--- src/rtl/pc_src_defs.sv ---
// -----------------------------------------------------------------------------
// pc_src_defs
// Shared definitions for the fetch-stage PC redirect control:
//   - pc_sel_e : select codes driven onto the PC source mux
//   - state_e  : redirect controller state encoding
//   - CNT_W    : width of the accepted-redirect counter
// -----------------------------------------------------------------------------
package pc_src_defs;

  localparam int CNT_W = 16;
  localparam logic [CNT_W-1:0] CNT_MAX = '1;

  // Codes 6 and 7 of the 3-bit mux select are deliberately left undefined.
  typedef enum logic [2:0] {
    SEL_PC4  = 3'd0,
    SEL_BR   = 3'd1,
    SEL_JAL  = 3'd2,
    SEL_JALR = 3'd3,
    SEL_TRAP = 3'd4,
    SEL_PEND = 3'd5
  } pc_sel_e;

  typedef enum logic [1:0] {
    ST_RUN  = 2'd0,
    ST_PEND = 2'd1,
    ST_HALT = 2'd2
  } state_e;

endpackage

--- src/rtl/redirect_prio_enc.sv ---
// -----------------------------------------------------------------------------
// redirect_prio_enc
// Combinational priority encoder for the PC redirect requests.
// Priority: trap > jalr > branch_taken > jal > halt_req.
// Ports:
//   trap, jalr, branch_taken, jal, halt_req : request levels
//   redir_valid : a redirect (trap/jalr/branch/jal) wins this cycle
//   redir_sel   : mux code of the winning redirect (SEL_PC4 when none)
//   flush_mask  : [0] flush IF/ID, [1] flush ID/EX for the winner
//   halt_win    : halt_req wins (no redirect present)
// -----------------------------------------------------------------------------
module redirect_prio_enc
  import pc_src_defs::*;
(
  input  logic       trap,
  input  logic       jalr,
  input  logic       branch_taken,
  input  logic       jal,
  input  logic       halt_req,
  output logic       redir_valid,
  output pc_sel_e    redir_sel,
  output logic [1:0] flush_mask,
  output logic       halt_win
);

  always_comb begin
    redir_valid = 1'b0;
    redir_sel   = SEL_PC4;
    flush_mask  = 2'b00;
    halt_win    = 1'b0;
    if (trap) begin
      redir_valid = 1'b1;
      redir_sel   = SEL_TRAP;
      flush_mask  = 2'b11;
    end else if (jalr) begin
      redir_valid = 1'b1;
      redir_sel   = SEL_JALR;
      flush_mask  = 2'b11;
    end else if (branch_taken) begin
      redir_valid = 1'b1;
      redir_sel   = SEL_BR;
      flush_mask  = 2'b11;
    end else if (jal) begin
      // JAL resolves in ID, so only the instruction behind it in IF/ID is wrong-path.
      redir_valid = 1'b1;
      redir_sel   = SEL_JAL;
      flush_mask  = 2'b01;
    end else if (halt_req) begin
      halt_win = 1'b1;
    end
  end

endmodule

--- src/rtl/pc_redirect_ctrl.sv ---
// -----------------------------------------------------------------------------
// pc_redirect_ctrl
// Drives the fetch PC source mux select, PC load enable and pipeline flushes.
// A redirect that arrives while fetch is stalled is captured into pend_target
// and replayed through mux input 5 on the first unstalled cycle.
// Ports:
//   clk, rst            : clock, asynchronous active-high reset
//   stall               : IF stall, PC must hold
//   branch_taken/_target, jal/_target, jalr/_target, trap/trap_vector,
//   halt_req            : redirect and halt requests
//   pc_src_sel          : mux select (0 PC+4 .. 5 pending target)
//   pend_target         : latched redirect target (mux input 5)
//   pc_write            : PC register load enable
//   flush_if_id/id_ex   : one-cycle pipeline flushes
//   halted              : controller is in HALT
//   redirect_count      : saturating count of accepted redirects
//   dbg_state           : current FSM state
//   dbg_pend_kind       : select code of the captured pending redirect
//
// Request/accept semantics: requests are levels sampled every cycle with no
// handshake back to the requester. A redirect counts as accepted in exactly the
// cycle its flushes are raised; losing or ignored requests are simply dropped
// because they belong to the wrong path.
// -----------------------------------------------------------------------------
module pc_redirect_ctrl
  import pc_src_defs::*;
#(
  parameter int bit_with = 32
)
(
  input  logic                clk,
  input  logic                rst,
  input  logic                stall,
  input  logic                branch_taken,
  input  logic [bit_with-1:0] branch_target,
  input  logic                jal,
  input  logic [bit_with-1:0] jal_target,
  input  logic                jalr,
  input  logic [bit_with-1:0] jalr_target,
  input  logic                trap,
  input  logic [bit_with-1:0] trap_vector,
  input  logic                halt_req,
  output logic [2:0]          pc_src_sel,
  output logic [bit_with-1:0] pend_target,
  output logic                pc_write,
  output logic                flush_if_id,
  output logic                flush_id_ex,
  output logic                halted,
  output logic [CNT_W-1:0]    redirect_count,
  output state_e              dbg_state,
  output pc_sel_e             dbg_pend_kind
);

  state_e              state_q, state_d;
  logic [bit_with-1:0] pend_target_q, pend_target_d;
  pc_sel_e             pend_kind_q, pend_kind_d;
  logic [CNT_W-1:0]    redirect_count_q, redirect_count_d;
  logic                cnt_inc;

  logic                redir_valid;
  pc_sel_e             redir_sel;
  logic [1:0]          flush_mask;
  logic                halt_win;
  logic [bit_with-1:0] win_target;

  pc_sel_e             sel_c;
  logic                pc_write_c;
  logic                flush_if_id_c;
  logic                flush_id_ex_c;

  redirect_prio_enc u_prio (
    .trap         (trap),
    .jalr         (jalr),
    .branch_taken (branch_taken),
    .jal          (jal),
    .halt_req     (halt_req),
    .redir_valid  (redir_valid),
    .redir_sel    (redir_sel),
    .flush_mask   (flush_mask),
    .halt_win     (halt_win)
  );

  always_comb begin
    win_target = '0;
    unique case (redir_sel)
      SEL_BR:   win_target = branch_target;
      SEL_JAL:  win_target = jal_target;
      SEL_JALR: win_target = jalr_target;
      SEL_TRAP: win_target = trap_vector;
      default:  win_target = '0;
    endcase
  end

  // State register, pending target and counter.
  always_ff @(posedge clk or posedge rst) begin
    if (rst) begin
      state_q          <= ST_RUN;
      pend_target_q    <= '0;
      pend_kind_q      <= SEL_PC4;
      redirect_count_q <= '0;
    end else begin
      state_q          <= state_d;
      pend_target_q    <= pend_target_d;
      pend_kind_q      <= pend_kind_d;
      redirect_count_q <= redirect_count_d;
    end
  end

  // Next-state logic.
  always_comb begin
    state_d       = state_q;
    pend_target_d = pend_target_q;
    pend_kind_d   = pend_kind_q;
    cnt_inc       = 1'b0;
    unique case (state_q)
      ST_RUN: begin
        if (halt_win) begin
          state_d = ST_HALT;
        end else if (redir_valid) begin
          cnt_inc = 1'b1;
          if (stall) begin
            state_d       = ST_PEND;
            pend_target_d = win_target;
            pend_kind_d   = redir_sel;
          end
        end
      end
      ST_PEND: begin
        // Only a trap can preempt a pending redirect; it is the oldest event.
        if (trap) begin
          cnt_inc = 1'b1;
          if (stall) begin
            pend_target_d = trap_vector;
            pend_kind_d   = SEL_TRAP;
          end
        end
        if (!stall) state_d = ST_RUN;
      end
      ST_HALT: begin
        state_d = ST_HALT;
      end
      default: begin
        state_d = ST_RUN;
      end
    endcase
    redirect_count_d = (cnt_inc && (redirect_count_q != CNT_MAX))
                       ? redirect_count_q + CNT_W'(1) : redirect_count_q;
  end

  // Output logic: same-cycle path from requests to the PC mux. Gated by rst so
  // every output reads zero while reset is held.
  always_comb begin
    sel_c         = SEL_PC4;
    pc_write_c    = 1'b0;
    flush_if_id_c = 1'b0;
    flush_id_ex_c = 1'b0;
    if (!rst) begin
      unique case (state_q)
        ST_RUN: begin
          if (halt_win) begin
            pc_write_c = 1'b0;
          end else if (redir_valid) begin
            flush_if_id_c = flush_mask[0];
            flush_id_ex_c = flush_mask[1];
            if (!stall) begin
              sel_c      = redir_sel;
              pc_write_c = 1'b1;
            end
          end else begin
            pc_write_c = ~stall;
          end
        end
        ST_PEND: begin
          if (trap) begin
            flush_if_id_c = 1'b1;
            flush_id_ex_c = 1'b1;
          end
          if (!stall) begin
            sel_c      = trap ? SEL_TRAP : SEL_PEND;
            pc_write_c = 1'b1;
          end
        end
        default: begin
          sel_c = SEL_PC4;
        end
      endcase
    end
  end

  assign pc_src_sel     = sel_c;
  assign pc_write       = pc_write_c;
  assign flush_if_id    = flush_if_id_c;
  assign flush_id_ex    = flush_id_ex_c;
  assign pend_target    = pend_target_q;
  assign halted         = (state_q == ST_HALT);
  assign redirect_count = redirect_count_q;
  assign dbg_state      = state_q;
  assign dbg_pend_kind  = pend_kind_q;

endmodule

--- config.mk ---
export PLATFORM = sky130hd
export DESIGN_NAME = pc_redirect_ctrl
export DESIGN_NICKNAME = d
export VERILOG_FILES = /design/src/rtl/pc_src_defs.sv /design/src/rtl/redirect_prio_enc.sv /design/src/rtl/pc_redirect_ctrl.sv
export SDC_FILE = /design/constraint.sdc
export NUM_CORES = 1
export LEC_CHECK = 0
export ABC_AREA = 1
export CAP_MARGIN = 25
export CORE_ASPECT_RATIO = 1.25
export CORE_MARGIN = 5
export CORE_UTILIZATION = 42
export CTS_BUF_LIST = sky130_fd_sc_hd__clkbuf_4 sky130_fd_sc_hd__clkbuf_8
export CTS_CLUSTER_SIZE = 12
export DETAILED_ROUTE_END_ITERATION = 8
export GPL_TIMING_DRIVEN = 0
export PLACE_DENSITY_LB_ADDON = 0.2
export SYNTH_ARGS = -nofsm -noshare
export SYNTH_HDL_FRONTEND = slang
export SYNTH_HIERARCHICAL = 1
export SYNTH_SLANG_ARGS = --single-unit
--- constraint.sdc ---
create_clock -name clk -period 2.4 [get_ports clk]
set_clock_uncertainty 0.1 [all_clocks]
set_input_delay 0.24 -clock clk [delete_from_list [all_inputs] [get_ports clk]]
set_output_delay 0.24 -clock clk [all_outputs]
set_load 0.01 [all_outputs]
---- Word level (Yosys, flattened, before mapping) ----
Cells that the tools add are included.
storage, ports and cells
  flip-flop bits (word level) ............. 53
cells by class
  add/subtract/negate cells ............... 1
  equal/unequal tests ..................... 15
  multiplexer cells ....................... 59
  bitwise logic cells ..................... 1
  reduce and logical (&&, ||, !) cells .... 5
operators by type and width
  operator                                       number
  two-way mux 32 bit                             5
  case mux 32 bit (4 select lines)               1
  case mux 32 bit (2 select lines)               1
  two-way mux 3 bit                              13
  two-way mux 1 bit                              24
  adder 16 x 1 -> 16 bit, second input constant  1
  two-way mux 2 bit                              8
  inequality test 16 bit, second input constant  1
  inequality test 2 bit, second input constant   6
  case mux 3 bit (2 select lines)                2
  case mux 1 bit (2 select lines)                4
  == test 3 x 2 -> 1 bit, second input constant  2
  inequality test 3 bit, second input constant   2
  case mux 2 bit (3 select lines)                1
  AND reduction 6 bit                            1
  == test 3 x 1 -> 1 bit, second input constant  1
  == test 3 bit, second input constant           1
  AND reduction 3 bit                            1
  == test 2 x 1 -> 1 bit, second input constant  1
  == test 2 bit, second input constant           1
  logical NOT 2 bit                              1
  nonzero test 2 bit                             1
  logical AND 1 bit                              1
  inverter 1 bit                                 1

---- Longest topological paths before layout ----
  depth after elaboration ................. 10
  gate-level depth with buffers ........... 11
  depth with buffers taken out ............ 10

---- By module ----
Netlist, hierarchy kept.
modules (own cells, without submodules)
  module             instances  cells an instance  area each (um^2)
  pc_redirect_ctrl   1          609                3829.9
  redirect_prio_enc  1          13                 73.8

---- Worst setup path after synthesis ----
OpenSTA, ideal clock, no wires.
  path kind ............................... input to output
  from .................................... input rst
  to ...................................... output pc_src_sel[2]
  data arrival time ....................... 1.996 ns
  required time ........................... 2.060 ns
  path slack .............................. 0.064 ns
  cell stages on the path ................. 3
  buffers on the path ..................... 0
  path through ............................ inv_1 > nand3_1 > a211oi_1
between the ends
  longest elaborated chain between the ends .. 1
ends and longest elaborated chain
  what               line                     source
  start, declared    pc_redirect_ctrl.sv:32   input logic rst,
  two-way mux 3 bit  pc_redirect_ctrl.sv:157  if (!rst) begin
  end, declared      pc_redirect_ctrl.sv:43   output logic [2:0] pc_src_sel,
No other way between the ends.

---- Final worst setup path ----
  from .................................... input jalr
  to ...................................... output flush_id_ex
between the ends
  longest elaborated chain between the ends .. 6
ends and longest elaborated chain
  what                             line                     source
  start, declared                  pc_redirect_ctrl.sv:38   input logic jalr,
  two-way mux 1 bit                redirect_prio_enc.sv:35  end else if (jalr) begin
  two-way mux 1 bit                redirect_prio_enc.sv:31  if (trap) begin
  via redir_valid                  pc_redirect_ctrl.sv:60   logic redir_valid;
  two-way mux 1 bit                pc_redirect_ctrl.sv:162  end else if (redir_valid) begin
  two-way mux 1 bit                pc_redirect_ctrl.sv:160  if (halt_win) begin
  case mux 1 bit (2 select lines)  pc_redirect_ctrl.sv:158  unique case (state_q)
  two-way mux 1 bit                pc_redirect_ctrl.sv:157
  end, declared                    pc_redirect_ctrl.sv:47   output logic flush_id_ex,
The timed path passes the listed nets, and every way through them passes these cells.

==> metrics.txt <==
routed vias 4635; cell-internal power 2380 uW; CTS Sinks 53; Layout area overhead 57.2%; sequential fraction of design power 34.9%; area of the core around 9100 um^2; Leak 0.00295 uW; Tightest Pin Transition ~0.49 ns; port bufs 195; post-synth cell types 32; WL per Instance between 10 and 15 um; Die Span Y between 100 and 150 um; Post-Place Worst Slack -0.278 ns; # IOs 196; sequential share of the synthesized area about a third; total power 3900 uW; pin count of the biggest net entering global routing 36; share of cells above drive strength 1 6.66%; most common cell after layout, fill and taps aside nand2_1; detailed placement HPWL approximately 11000 um; relative slew slack 67.4%; clock tree from TritonCTS done; Post-CTS Hold Fix Bufs 0; clk_lat worst skew approximately 0.30 ns; final wirelength 14200 um; crit-path cells clkdlybuf4s50_1 > nor2_4 > nand3_4 > nor2_2 > inv_2 > nand4_1 > a21oi_1 > clkdlybuf4s50_1; die width between 90 and 100 um; final net count approximately 960; Worst setup EP type output port; Sw Pwr roughly 1500 uW; MaxCap Viol Count 0; switch share about two fifths; CP max FO 8; #FFs+latches synth 53; Setup CP Type input port to output port; DR iter-0 viols approximately 190; synth warn 6; Antenna Cells 0; commonest cells after routing, fill and taps aside nand2_1, clkdlybuf4s50_1, inv_1; clock tree buffer depth 2; slowest CP cell clkdlybuf4s50_1; first-pass GRT wire length ~23000 um; final setup margin between 0.1 and 0.15 ns; crit path DAT between 1.5 and 2 ns; Mapped Cells a little over 600; outcome completed; final cycle utilization of the critical path between 90% and 100%; fmax 435 MHz; mapped cell area about 4000 um^2; Avg Vias per Cell roughly 4.9; final hold violation count 0; Syn Nets about 760; CP max stage delay 0.49 ns; Initial DRT Pass Iterations 4; Setup crit start kind input port; Syn Area/Cell about 6.3 um^2; Hold Worst Slack about 0.23 ns; final setup fails 0; vias in the first global route 4923; CTS clock-pin slew for the worst setup and hold paths approximately 0.10 ns; combinational power share 52.0%; H-tree Lvls 2; CTS Root Cell clkbuf_8; Final ANT Viol Nets 0; Initial Util a little over two fifths; most used cell, CP clkdlybuf4s50_1; initial antenna violation count 0; Post-CTS Setup Inserts 0; TritonCTS buffer count 5; peak supply drop between 0.3 and 0.4 mV; fin. max-slew vios 0; RSZ-0062 raised after global routing no; Data required, critical path approximately 2.1 ns; Residual DRC 0; clock group share of total power about an eighth; Final min period roughly 2.3 ns; pwr dens between 600 and 700 nW/um^2; overall global routing resource usage ~26%; total gr overflow 0; GPL Wtd Cong around 0.9; Cell Rows 39; Hold Crit Class input port to async pin; die area between 10000 and 15000 um^2
-- metal layers --
layer / track usage, % / vias to the layer above / share of wire [%]
met3: 8.70 / 36 / 8.9
li1: - / 2314 / -
met4: 10.1 / 0 / 3.6
met2: 44.4 / 192 / 50
met1: 28.2 / 2093 / 37
met5: 0 / - / 0
-- registers in the layout, indices dropped and copies added (netlist names) --
name            cells
dbg_pend_kind       3
dbg_state           2
pend_target        32
redirect_count     16
-- power groups by stage --
| stage | registers [uW] | clock network, uW | logic, uW |
|---|---|---|---|
| floorplan | 1470 | 0 | 845 |
| global placement | 1360 | 0 | 1980 |
| detailed placement | 1370 | 0 | 2030 |
| CTS | 1360 | 528 | 2040 |
| global route | 1390 | 556 | 2250 |
| finish | 1360 | 512 | 2030 |
-- worst max-delay path, delay by kind of cell --
family | cells | cell delay, ns
buffers and inverters | 3 | 1.05
and+or+nand+nor | 4 | 0.59
AOI/OAI and AO/OA | 1 | 0.07
-- worst paths after layout --
kind,startpoint,end,slack (ns),cells past startpoint
max reg2reg,redirect_count[0],redirect_count[1],0.57,8
max,jalr,flush_id_ex,0.10,8
min in group clk,trap,dbg_pend_kind[0],0.38,4
max in group asynchronous,rst,pend_target[3],1.51,3
min reg2reg,dbg_pend_kind[0],dbg_pend_kind[0],0.40,2
min,rst,pend_target[12],0.23,2
-- layout make-up --
type                    count  area (um^2)
flip-flops and latches     53         1330
plain buffers              29          150
clock inverters             2         10.0
fillers                   815         2990
repair buffers            196         1970
well taps                 123          154
inverters                  91          347
clock buffers               6         76.3
multi-input cells         449         2100
-- kinds of logic (layout without fill, tap and decap cells) --
group           count (synthesis)  count (layout)  share of synthesized area, %
xor+xnor                        7               7                          1.57
buf+inv                       120             324                          12.6
compound gates                 83              83                          13.4
flops                          53              53                          34.0
fa+ha+maj                       1               1                         0.320
simple gates                  358             358                          38.2
-- Yosys cell counts (all sizes together) --
master  instances  area [um^2]
nand2         242          913
o31ai           2         15.0
a41oi           1         8.76
a21oi          39          199
nor4            1         6.26
nand3          43          230
a211oi          1         7.51
nand4           8         50.1
nand3b          1         7.51
clkbuf          8         30.0
xnor2           5         43.8
inv            91          342
a21boi         32          240
nor2           62          274
buf            21          119
o21ai           8         51.3
ha              1         12.5
nor3            1         10.0
dfrtp          53         1330
xor2            2         17.5
-- per-stage QoR --
| stage | instance area [um^2] | cells | setup TNS (ns) | utilization [%] |
|---|---|---|---|---|
| after CTS | 6130 | 949 | 0 | 67.1 |
| after detailed placement | 6030 | 941 | -3.76 | 66.1 |
| after global routing | 6140 | 949 | 0 | 67.2 |
| after global placement | 6010 | 940 | -29.24 | 65.9 |
| after floorplan | 3900 | 622 | 0 | - |
| final | 6140 | 949 | 0 | 67.2 |
-- repair_timing --
item / 4_1_cts / 5_1_grt
setup endpoints to repair: 6 / 8
gates resized for setup: 8 / 5
gates cloned: 0 / 0
Power figures use the tool's default switching activity.
